[config.mk]
export PLATFORM = sky130hd
export DESIGN_NAME = circle_point_gen
export DESIGN_NICKNAME = d
export VERILOG_FILES = /design/src/rtl/circle_point_gen_pkg.sv /design/src/rtl/circle_octant_mux.sv /design/src/rtl/circle_point_gen.sv
export SDC_FILE = /design/constraint.sdc
export NUM_CORES = 1
export LEC_CHECK = 0
export BUFFER_PORTS_ARGS = -buffer_cell sky130_fd_sc_hd__buf_2
export CAP_MARGIN = 10
export CORE_UTILIZATION = 45
export CTS_CLUSTER_SIZE = 8
export DETAILED_ROUTE_END_ITERATION = 10
export PLACE_DENSITY_LB_ADDON = 0.3
export SLEW_MARGIN = 20
export SYNTH_ARGS = -nofsm -noshare
export SYNTH_HDL_FRONTEND = slang
export SYNTH_SLANG_ARGS = --single-unit
[constraint.sdc]
create_clock -name clk -period 6.8 [get_ports clk]
set_input_delay 0.34 -clock clk [delete_from_list [all_inputs] [get_ports clk]]
set_output_delay 0.34 -clock clk [all_outputs]
set_load 0.005 [all_outputs]
[src/rtl/circle_point_gen_pkg.sv]
// Shared types for the midpoint circle point generator.
// FSM state encoding and octant select constants.
package circle_point_gen_pkg;

  typedef enum logic [1:0] {
    IDLE,
    EMIT,
    STEP,
    DONE
  } state_e;

  localparam logic [2:0] OCT_0 = 3'd0;
  localparam logic [2:0] OCT_1 = 3'd1;
  localparam logic [2:0] OCT_2 = 3'd2;
  localparam logic [2:0] OCT_3 = 3'd3;
  localparam logic [2:0] OCT_4 = 3'd4;
  localparam logic [2:0] OCT_5 = 3'd5;
  localparam logic [2:0] OCT_6 = 3'd6;
  localparam logic [2:0] OCT_7 = 3'd7;

endpackage

[src/rtl/circle_octant_mux.sv]
// Maps the first-octant offset (x,y) into one of eight
// symmetric points around the centre, modulo 2^W.
module circle_octant_mux
  import circle_point_gen_pkg::*;
#(
  parameter int W = 32
) (
  input  logic [W-1:0] cx,
  input  logic [W-1:0] cy,
  input  logic [W-1:0] x,
  input  logic [W-1:0] y,
  input  logic [2:0]   oct,
  output logic [W-1:0] out_x,
  output logic [W-1:0] out_y
);

  always_comb begin
    out_x = cx;
    out_y = cy;
    unique case (oct)
      OCT_0: begin out_x = cx + x; out_y = cy + y; end
      OCT_1: begin out_x = cx + y; out_y = cy + x; end
      OCT_2: begin out_x = cx - y; out_y = cy + x; end
      OCT_3: begin out_x = cx - x; out_y = cy + y; end
      OCT_4: begin out_x = cx - x; out_y = cy - y; end
      OCT_5: begin out_x = cx - y; out_y = cy - x; end
      OCT_6: begin out_x = cx + y; out_y = cy - x; end
      OCT_7: begin out_x = cx + x; out_y = cy - y; end
    endcase
  end

endmodule

[src/rtl/circle_point_gen.sv]
// Midpoint circle walker: streams all 8-way symmetric points
// of a circle over a valid/ready port using add/sub/shift only.
module circle_point_gen
  import circle_point_gen_pkg::*;
#(
  parameter int W = 32
) (
  input  logic         clk,
  input  logic         rst_n,
  input  logic         start,
  input  logic [W-1:0] cx,
  input  logic [W-1:0] cy,
  input  logic [W-1:0] r,
  output logic         busy,
  output logic         done,
  output logic         out_valid,
  input  logic         out_ready,
  output logic [W-1:0] out_x,
  output logic [W-1:0] out_y
);

  localparam logic [W-1:0] ONE_W = {{(W-1){1'b0}}, 1'b1};
  localparam logic [W:0]   ONE_X = {{W{1'b0}}, 1'b1};
  localparam logic [W+1:0] ONE_E = {{(W+1){1'b0}}, 1'b1};

  state_e       state_q, state_d;
  logic [W-1:0] cx_q, cx_d;
  logic [W-1:0] cy_q, cy_d;
  logic [W-1:0] x_q, x_d;
  logic [W-1:0] y_q, y_d;
  logic [W+1:0] err_q, err_d;
  logic [2:0]   oct_q, oct_d;
  logic [W-1:0] ox_q, ox_d;
  logic [W-1:0] oy_q, oy_d;

  logic         err_neg;
  logic [W-1:0] y_inc;
  logic [W:0]   x_nxt;
  logic [W+1:0] y_ext;
  logic [W+1:0] x_ext;
  logic [W+1:0] diff;
  logic [W+1:0] delta;
  logic         more;

  // x_nxt carries an extra sign bit so r=0 terminates instead of wrapping
  always_comb begin
    err_neg = err_q[W+1];
    y_inc   = y_q + ONE_W;
    x_nxt   = err_neg ? {1'b0, x_q} : ({1'b0, x_q} - ONE_X);
    y_ext   = {2'b00, y_inc};
    x_ext   = {x_nxt[W], x_nxt};
    diff    = err_neg ? y_ext : (y_ext - x_ext);
    delta   = {diff[W:0], 1'b0} + ONE_E;
    more    = $signed(x_nxt) >= $signed({1'b0, y_inc});
  end

  always_comb begin
    state_d = state_q;
    cx_d    = cx_q;
    cy_d    = cy_q;
    x_d     = x_q;
    y_d     = y_q;
    err_d   = err_q;
    oct_d   = oct_q;
    unique case (state_q)
      IDLE: begin
        if (start) begin
          cx_d    = cx;
          cy_d    = cy;
          x_d     = r;
          y_d     = '0;
          err_d   = ONE_E - {2'b00, r};
          oct_d   = OCT_0;
          state_d = EMIT;
        end
      end
      EMIT: begin
        if (out_ready) begin
          oct_d = oct_q + 3'd1;
          if (oct_q == OCT_7) state_d = STEP;
        end
      end
      STEP: begin
        y_d     = y_inc;
        x_d     = x_nxt[W-1:0];
        err_d   = err_q + delta;
        oct_d   = OCT_0;
        state_d = more ? EMIT : DONE;
      end
      DONE: state_d = IDLE;
    endcase
  end

  // Point is computed from next-state values so the register
  // already holds it when EMIT is entered.
  circle_octant_mux #(.W(W)) u_mux (
    .cx    (cx_d),
    .cy    (cy_d),
    .x     (x_d),
    .y     (y_d),
    .oct   (oct_d),
    .out_x (ox_d),
    .out_y (oy_d)
  );

  always_ff @(posedge clk or negedge rst_n) begin
    if (!rst_n) begin
      state_q <= IDLE;
      cx_q    <= '0;
      cy_q    <= '0;
      x_q     <= '0;
      y_q     <= '0;
      err_q   <= '0;
      oct_q   <= OCT_0;
      ox_q    <= '0;
      oy_q    <= '0;
    end else begin
      state_q <= state_d;
      cx_q    <= cx_d;
      cy_q    <= cy_d;
      x_q     <= x_d;
      y_q     <= y_d;
      err_q   <= err_d;
      oct_q   <= oct_d;
      ox_q    <= ox_d;
      oy_q    <= oy_d;
    end
  end

  assign busy      = (state_q != IDLE);
  assign done      = (state_q == DONE);
  assign out_valid = (state_q == EMIT);
  assign out_x     = ox_q;
  assign out_y     = oy_q;

endmodule

### Word level (Yosys, flattened, before mapping)

Index checks and enable logic that the tools add are counted.

* magnitude comparators: 1
* $add $sub $neg: 15
* muxes and demuxes: 22
* equal/unequal tests: 14
* reduce and logical (&&, ||, !) cells: 14

Operator list (number)
* $pmux 32 s4: 2
* $mux 32: 6
* $add 32x32->32: 4
* $pmux 32 s2: 2
* $sub 32x32->32: 4
* $pmux 34 s2: 1
* $mux 33: 2
* $add 34x1->34 const B: 1
* $add 34x34->34: 1
* $mux 34: 1
* $ge 33x33->1: 1
* $sub 1x32->33 const A: 1
* $sub 32x1->33 const B: 1
* $sub 33x33->33: 1
* $add 32x1->32 const B: 1
* $reduce_or 2->1: 8
* $eq 3x3->1 const B: 5
* $pmux 3 s3: 1
* $mux 2: 4
* $pmux 2 s4: 1
* $eq 3x2->1 const B: 2
* $mux 3: 2
* $eq 2x2->1 const B: 2
* $ne 2x1->1 const B: 2
* other kinds (9): 10

* output and inout port bits: 67
* register bits: 231
* word-level logic and storage cells: 75
* input port bits: 100

### Longest topological paths before layout

Gate-level depths: netlist (run 1).

* word-level depth: 7
* mapped depth: 32
* gate-level depth less buffers: 29

### Modules after synthesis

From an unflattened synthesis (run 1), not the netlist that was laid out.

* cell total of the unflattened synthesis: 2726
* area, all modules: 21431.8 um2

Modules (own cells, without submodules)
* circle_point_gen: area each 14148.6 um2, times used 1, cells each 1627, sequential area each 5780.5 um2
* circle_octant_mux: area each 7283.2 um2, times used 1, cells each 1099, sequential area each 0.0 um2

### Worst setup path before layout (run 1)

OpenSTA, ideal clock, no wires.

* kind: reg2reg
* start point: reg state_q[0]
* end point: reg oy_q[31] (netlist: out_y[31])
* clock period less this slack: 6.632 ns
* path buffers: 7
* path slack: 0.168 ns
* arrival: 6.553 ns
* setup time: 0.079 ns
* stages on the path, launching flop included: 30
* cell sequence: dfrtp_1 -> clkbuf_1 -> nand2b_1 -> buf_2 -> buf_2 -> buf_2 -> clkbuf_1 -> buf_1 -> o21bai_1 -> inv_1 -> ha_1 -> nand4_1 -> a2111oi_2 -> and3_1 -> clkbuf_1 -> nand3_1 -> or4_1 -> xnor2_1 -> a21oi_1 -> a21oi_1 -> ha_1 -> or2_2 -> a2111o_1 -> a31oi_1 -> a21oi_1 -> a211o_1 -> a21o_1 -> a21o_1 -> a41oi_1 -> xor2_1

RTL lines
* start, declared: line circle_point_gen.sv:26 `state_e state_q, state_d;`
* start signal, assigned: line circle_point_gen.sv:118 `state_q <= state_d;`
* $eq 2x2->1 or $logic_not 2->1 (tied branches): line circle_point_gen.sv:65 `unique case (state_q)`
* $pmux 32 s2 (*): line circle_point_gen.sv:65
* named net u_mux.x[1]: line circle_octant_mux.sv:10 `input logic [W-1:0] x,`
* $sub 32x32->32 or $add 32x32->32 (tied branches)
* $pmux 32 s4 (*): line circle_octant_mux.sv:20 `unique case (oct)`
* named net oy_d[31]: line circle_point_gen.sv:34 `logic [W-1:0] oy_q, oy_d;`
* end signal, assigned: line circle_point_gen.sv:126 `oy_q <= oy_d;`
* end, declared: line circle_point_gen.sv:34

Mark *: on every way through the listed nets, which the timed path passes. The rest lies on a longest branch.
A chain may end at the register's enable or synchronous reset.

### Worst setup path in the final report (run 1)

* start point: reg state_q[1]
* end point: reg ox_q[30] (netlist: out_x[30])

* longest elaborated chain between the ends: 5

RTL lines
* parallel branches: the longest is 4 deep, another holds $add 32x32->32
* $pmux 32 s4 (*): line circle_octant_mux.sv:20
* named net ox_d[30]: line circle_point_gen.sv:33 `logic [W-1:0] ox_q, ox_d;`
* end signal, assigned: line circle_point_gen.sv:115 `ox_q <= '0;`
* end signal, assigned: line circle_point_gen.sv:125 `ox_q <= ox_d;`
* end, declared: line circle_point_gen.sv:33

Mark *: on every way through the listed nets, which the timed path passes.

==> reports/metrics.csv, run 1 <==
metric,value,unit
post-synth cell types,102,
status,"finished, final reports clean",
fin. max-slew vios,0,
fraction of the cycle the final worst path needs,0.955,
Peak VDD IR,403,uV
placed insts,3665,
"Net Count, Synth",3134,
"most common cell after layout, fill and taps aside",nand2_1,
CP arrival,6.99,ns
Worst-path clk slew,0.05,ns
"Cell Area, Synth",0.0222,mm2
post-synthesis register bit count,231,
initial antenna violation count,1,
CTS tree,done,
most frequent cells in the layout,"nand2_1, nor2_1, dfrtp_1",
reg2reg path depth,21,
vias in the first global route,22200,
Detail Placement HPWL,61700,um
row cnt,81,
Worst EP required,7.30,ns
setup ws final,0.307,ns
Hold WC Path Type,input pin to register,
Max Buffers Root-to-Sink,3,
width of the die,224,um
Worst-Skew Late Latency,0.59,ns
Fillers,4711,
Finished Layout Cells,3740,
routed wire length,81800,um
max cap viols,0,
final critical path time including I/O delays and setup,6.49,ns
LEAKAGE,11.4,nW
Final Setup Violations,0,
Hold Fails Final Rpt,0,
synthesis-to-layout area growth,15.0,%
TritonCTS Sinks,231,
max frequency,154,MHz
nets,3302,
"EDFF count, synth",0,
Setup CP Type,register to register,
die area,0.0503,mm2
Startpoint Class,register,
vias per cell,6.26,
"antenna viol nets, final",0,
H-tree Lvls,2,
Port-buffer cells,166,
Syn Area/Cell,7.68,um2
pre-CTS setup slack,0.0147,ns
Die Span Y,224,um
drt pass-1 iters,7,
DR vias,23400,
total CTS buffers,36,
fraction of registers with async set/reset,1.00,
Worst Path Max Fanout,49,
"Seq/Total Area, Yosys",0.260,
largest net degree at the start of global routing,91,
RePlAce Congestion,0.970,
share of layout cells above drive strength 1,0.139,
Post-route DRC,0,
kind of end point of the critical path,register,
gr usage total,0.320,
Worst Max-Slew Pin Slew,1.18,ns
Rel. slew slack,0.211,
diode count,0,
Syn. warnings,0,
starting density of the core,0.455,
Setup Skew,0.0358,ns
GRT Residual Overflow,0,
wire length per cell,21.9,um
Min-Delay Path Depth,3,
Cells after Synth,2896,
detailed router's first-iteration violation count,2343,
Post-synth top flop,dfrtp_1,
IO Count,167,
global-route wire length before repair,126000,um
clk root buf,clkbuf_16,
Core Region,0.0488,mm2
PwrDens,628,mW/mm2
## final cells by class
cell class                      instances  area [um2]  share of cell area
Clock buffer                           45         945              0.0369
Inverter                               93         349              0.0137
Tap cell                              664         831              0.0325
Clock inverter                          5        90.1             0.00352
Multi-Input combinational cell       2392       15600               0.609
Sequential cell                       231        5780               0.226
Timing Repair Buffer                  310        2000              0.0783
## path summary, 6_finish.rpt
kind                                   startpoint                   end  slack (ns)
min in group asynchronous                   rst_n  err_q[9]$_DFFE_PN0P_        0.38
min reg2reg                     cy_q[7]$_DFF_PN0_     cy_q[7]$_DFF_PN0_        0.48
max in group asynchronous                   rst_n    cx_q[26]$_DFF_PN0_        4.90
max reg2reg                state_q[1]$_DFFE_PN0P_   out_x[30]$_DFF_PN0_        0.31
max                        state_q[1]$_DFFE_PN0P_   out_x[30]$_DFF_PN0_        0.31
min                                        cy[22]    cy_q[22]$_DFF_PN0_        0.02
## per-stage QoR
step	util	power [mW]	cell area (um2)	TNS [ns]	hold slack [ns]
floorplan	-	10.5	22200	0	0.0444
finish	0.523	16.1	25600	0	0.0181
detailed placement	0.495	14.0	24200	0	0.424
global route	0.523	17.3	25600	-0.000481	0.0145
CTS	0.520	15.8	25400	0	0.000434
global placement	0.495	13.8	24200	0	0.412
## timing repair
action | in CTS | in global routing
setup buffers | 0 | 4
endpoints found under the setup margin | 4 | 17
resized for setup | 2 | 27
hold buffers | 21 | 0
pin swaps | 0 | 6
endpoints found under the hold margin | 108 | 0
## power breakdown
group	switching, mW	internal, mW
combinational	7.25	4.69
sequential	0.363	2.07
clock	0.706	0.978
total	8.32	7.74
## sequential cells by signal, summed over array words and instances, names as in the netlist
signal and cells:
err_q 34, cx_q 32, cy_q 32, out_x 32
out_y 32, x_q 32, y_q 32, oct_q 3
state_q 2
## routing by layer
metal  GRT usage  vias up  part of all wire
met5           0        -                 0
met4       0.139        0             0.041
met3      0.0436      163             0.081
met2       0.495     1135              0.44
met1       0.446    11200              0.44
li1            -    11000                 -
## worst max-delay path: stages (launching register included)
cell and delay (ns):
dfrtp_2 0.46, buf_12 0.28, nor2b_4 0.48, buf_4 0.43
nor2_4 0.17, a221oi_1 0.82, and4_1 0.43, and4b_1 0.39
and2_1 0.23, xnor2_1 0.16, o31ai_1 0.09, a211o_1 0.38
ha_1 0.39, nand3_1 0.13, nor2_1 0.05, a211oi_1 0.22
o31ai_1 0.15, a41oi_1 0.32, a31oi_1 0.20, a211o_1 0.29
a21oi_1 0.17, xnor2_1 0.13
## Yosys cell counts (16+ instances only)
| cell | instances | area (um2) |
|---|---|---|
| nand3_1 | 76 | 380 |
| a21o_1 | 67 | 503 |
| o31ai_1 | 19 | 143 |
| inv_1 | 92 | 345 |
| ha_1 | 134 | 1680 |
| xnor2_1 | 131 | 1150 |
| nand2_1 | 422 | 1580 |
| a221oi_1 | 20 | 175 |
| and2_1 | 31 | 194 |
| o21a_1 | 22 | 165 |
| nand4_1 | 38 | 238 |
| dfrtp_1 | 231 | 5780 |
| a22oi_1 | 21 | 158 |
| nor2b_1 | 30 | 188 |
| a31oi_1 | 37 | 231 |
| buf_2 | 17 | 85.1 |
| xor2_1 | 77 | 674 |
| nand2b_1 | 34 | 213 |
| a211oi_1 | 30 | 225 |
| a21oi_1 | 220 | 1100 |
| mux2i_1 | 16 | 160 |
| clkbuf_1 | 128 | 480 |
| and3_1 | 25 | 156 |
| o21ai_0 | 168 | 841 |
| o22ai_1 | 56 | 350 |
| nor2_1 | 240 | 901 |
| nor4_1 | 37 | 231 |
| o21bai_1 | 17 | 128 |
| o211ai_1 | 27 | 203 |
| nor3_1 | 67 | 335 |
| or4_1 | 19 | 143 |
| and4_1 | 16 | 140 |
| or3_1 | 32 | 200 |
| buf_1 | 31 | 116 |
## cells by family after synthesis
family / synth area share
buf+inv: 0.0482
simple gates: 0.245
xor+xnor: 0.0826
mux: 0.0183
flops: 0.260
compound gates: 0.267
fa+ha+maj: 0.0790
Note: power is estimated with default switching activity, not from simulation.
==> run 2: changes to the inputs <==
CORE_ASPECT_RATIO = 1.2   (was not set)
HOLD_SLACK_MARGIN = 0.05   (was not set)
==> run 2 against run 1 <==
Against the previous run: critical path depth is 3 higher; non-clock buffer count increased by 27; critical path type unchanged; critical endpoint is now err_q[31]$_DFFE_PN0P_; register-to-register slack hardly changed; sequential share of layout area shrank 0.098 points.
==> reports/metrics.csv, run 2 (same netlist as run 1, synthesis figures left out) <==
metric,value,unit,change
routed wire length,81400,um,was 81800 um
DR vias,23500,,was 23400
total power draw,16.1,mW,about the same
clk root buf,clkbuf_16,,unchanged
WP buf/inv,2,,unchanged
Worst-path clk slew,0.05,ns,about the same
Worst Setup SP,err_q[33]$_DFFE_PN0P_,,was state_q[1]$_DFFE_PN0P_
crit path to,err_q[31]$_DFFE_PN0P_,,was out_x[30]$_DFF_PN0_
GRT Residual Overflow,0,,unchanged
post-route cell area,0.0257,mm2,was 0.0256 mm2
Detail Placement HPWL,61100,um,was 61700 um
"Top cell by count, worst path",a31oi_1,,
max cap viols,0,,unchanged
max frequency,154,MHz,about the same
reg-to-reg startpoint,err_q[33]$_DFFE_PN0P_,,was state_q[1]$_DFFE_PN0P_
reg2reg path depth,24,,was 21
Fillers,4607,,was 4711
starting density of the core,0.459,,was 0.455
total CTS buffers,35,,was 36
vias in the first global route,22600,,was 22200
Hold WC Path Type,input pin to register,,unchanged
max FFs per register,34,,unchanged
fin. max-slew vios,0,,unchanged
LEAKAGE,11.5,nW,was 11.4 nW
row cnt,88,,was 81
global-route wire length before repair,125000,um,was 126000 um
drt pass-1 iters,7,,unchanged
fraction of the cycle the final worst path needs,0.953,,was 0.955
Worst-Skew Late Latency,0.57,ns,was 0.59 ns
Setup Skew,0.0325,ns,was 0.0358 ns
gr usage total,0.318,,was 0.320
CP arrival,6.97,ns,was 6.99 ns
cell class contributing the biggest share of worst-path delay,compound AO/OA/AOI/OAI gates,,unchanged
share of layout cells above drive strength 1,0.138,,was 0.139
width of the die,205,um,was 224 um
"antenna viol nets, final",0,,unchanged
H-tree Lvls,2,,unchanged
Max Buffers Root-to-Sink,3,,unchanged
Post-Place Cell Area,0.0241,mm2,was 0.0242 mm2
CTS tree,done,,unchanged
Peak VDD IR,464,uV,was 403 uV
"critical path, cell by cell",buf_4 -> or4_1 -> nor3_2 -> nand3_1 -> xor2_1 -> ha_1 -> and3_1 -> a221oi_1 -> inv_1 -> a31oi_1 -> o21ai_0 -> a31oi_1 -> nand2b_1 -> a21oi_1 -> xnor2_1 -> mux2_2 -> ha_1 -> nand3_1 -> o21ai_0 -> a21oi_2 -> a31oi_1 -> a211oi_1 -> a31oi_1 -> o221a_2,,was buf_12 -> nor2b_4 -> buf_4 -> nor2_4 -> a221oi_1 -> and4_1 -> and4b_1 -> and2_1 -> xnor2_1 -> o31ai_1 -> a211o_1 -> ha_1 -> nand3_1 -> nor2_1 -> a211oi_1 -> o31ai_1 -> a41oi_1 -> a31oi_1 -> a211o_1 -> a21oi_1 -> xnor2_1
Post-route DRC,0,,unchanged
Worst Path Max Fanout,12,,was 49
Startpoint Class,register,,unchanged
final critical path time including I/O delays and setup,6.48,ns,was 6.49 ns
status,"finished, final reports clean",,unchanged
Setup CP Type,register to register,,unchanged
largest net degree at the start of global routing,161,,was 91
die area,0.0503,mm2,about the same
Final TNS setup,0,ns,unchanged
nets,3328,,was 3302
Worst Max-Slew Pin Slew,0.958,ns,was 1.18 ns
diode count,0,,unchanged
RePlAce Congestion,0.996,,was 0.970
Levels on crit path,24,,was 21
wire length per cell,21.8,um,was 21.9 um
worst r2r dst,err_q[31]$_DFFE_PN0P_,,was out_x[30]$_DFF_PN0_
Port-buffer cells,166,,unchanged
most frequent cells in the layout,"nand2_1, nor2_1, dfrtp_1",,unchanged
synthesis-to-layout area growth,15.5,%,was 15.0%
Util after Layout,0.530,,was 0.523
Worst EP required,7.29,ns,was 7.30 ns
detailed router's first-iteration violation count,2060,,was 2343
IO Count,167,,unchanged
"most common cell after layout, fill and taps aside",nand2_1,,unchanged
Final Setup Violations,0,,unchanged
PwrDens,625,mW/mm2,was 628 mW/mm2
vias per cell,6.30,,was 6.26
Largest Register,err_q,,unchanged
initial antenna violation count,0,,was 1
Core Region,0.0484,mm2,was 0.0488 mm2
Hold Fails Final Rpt,0,,unchanged
r2r setup slk,0.32,ns,was 0.31 ns
Rel. slew slack,0.361,,was 0.211
Die Span Y,246,um,was 224 um
"slowest stage cell, crit path",or4_1,,was a221oi_1
kind of end point of the critical path,register,,unchanged
biggest cell delay along the critical path,0.54,ns,was 0.82 ns
TritonCTS Sinks,231,,unchanged
==> run 2: cell types whose count changed in the layout (fill, tap and decap cells not counted), sizes merged <==
cell and change:
buf +4, clkinv -3, inv +1, dlygate4sd3 +23
clkbuf -3
==> run 2: routing by layer <==
metal	wire (um)	global-route usage	up-vias	share of wire
met2	37300	0.515	1166	0.46
met1	33500	0.409	11100	0.41
met4	4160	0.162	0	0.051
met5	0	0	-	0
met3	6440	0.0464	211	0.079
li1	-	-	11000	-
==> run 2: cell type report <==
cell class              count  area (um2)  area share
flip-flops and latches    231        5780       0.225
clock buffers              42         922      0.0359
well taps                 630         788      0.0307
multi-input cells        2392       15500       0.605
repair buffers            337        2250      0.0875
clock inverters             3        52.6     0.00205
inverters                  93         349      0.0136
==> run 2: how the worst min path moves through the flow <==
stage / start / end / slack (ns) / depth (start not counted)
floorplan: rst_n / cx_q[0]$_DFF_PN0_ / 0.04 / 0
global placement: rst_n / err_q[0]$_DFFE_PN0P_ / 0.34 / 1
detailed placement: rst_n / err_q[0]$_DFFE_PN0P_ / 0.35 / 1
CTS: cy[8] / cy_q[8]$_DFF_PN0_ / 0.05 / 3
global route: cy[24] / cy_q[24]$_DFF_PN0_ / 0.06 / 3
finish: cy[8] / cy_q[8]$_DFF_PN0_ / 0.06 / 3
==> run 2: worst min-delay path: stages <==
cell and delay (ns):
buf_2 0.08, nand2_1 0.04, nand2_1 0.09
==> run 2: timing repair <==
action / in CTS / in global routing
buffers inserted: 0 / 10
hold buffers: 44 / 0
gates cloned: 0 / 0
pin swaps: 0 / 4
hold endpoints to repair: 114 / 0
resized for setup: 1 / 19
setup endpoints to repair: 2 / 21
==> run 2: through the flow <==
step           instances  hold WS, ns  setup WS [ns]
2_1_floorplan       2896       0.0444          0.168
3_3_place_gp        3629        0.343          0.149
3_5_place_dp        3629        0.346        -0.0210
4_1_cts             3718       0.0506         0.0132
5_1_grt             3728       0.0585        -0.0456
6_report            3728       0.0625          0.316
==> run 2: power by group <==
group	leakage, nW	switching (mW)	total, mW	internal [mW]
Sequential	2.80	0.376	2.45	2.07
Combinational	8.25	7.25	12.0	4.75
Clock	0.475	0.670	1.62	0.951
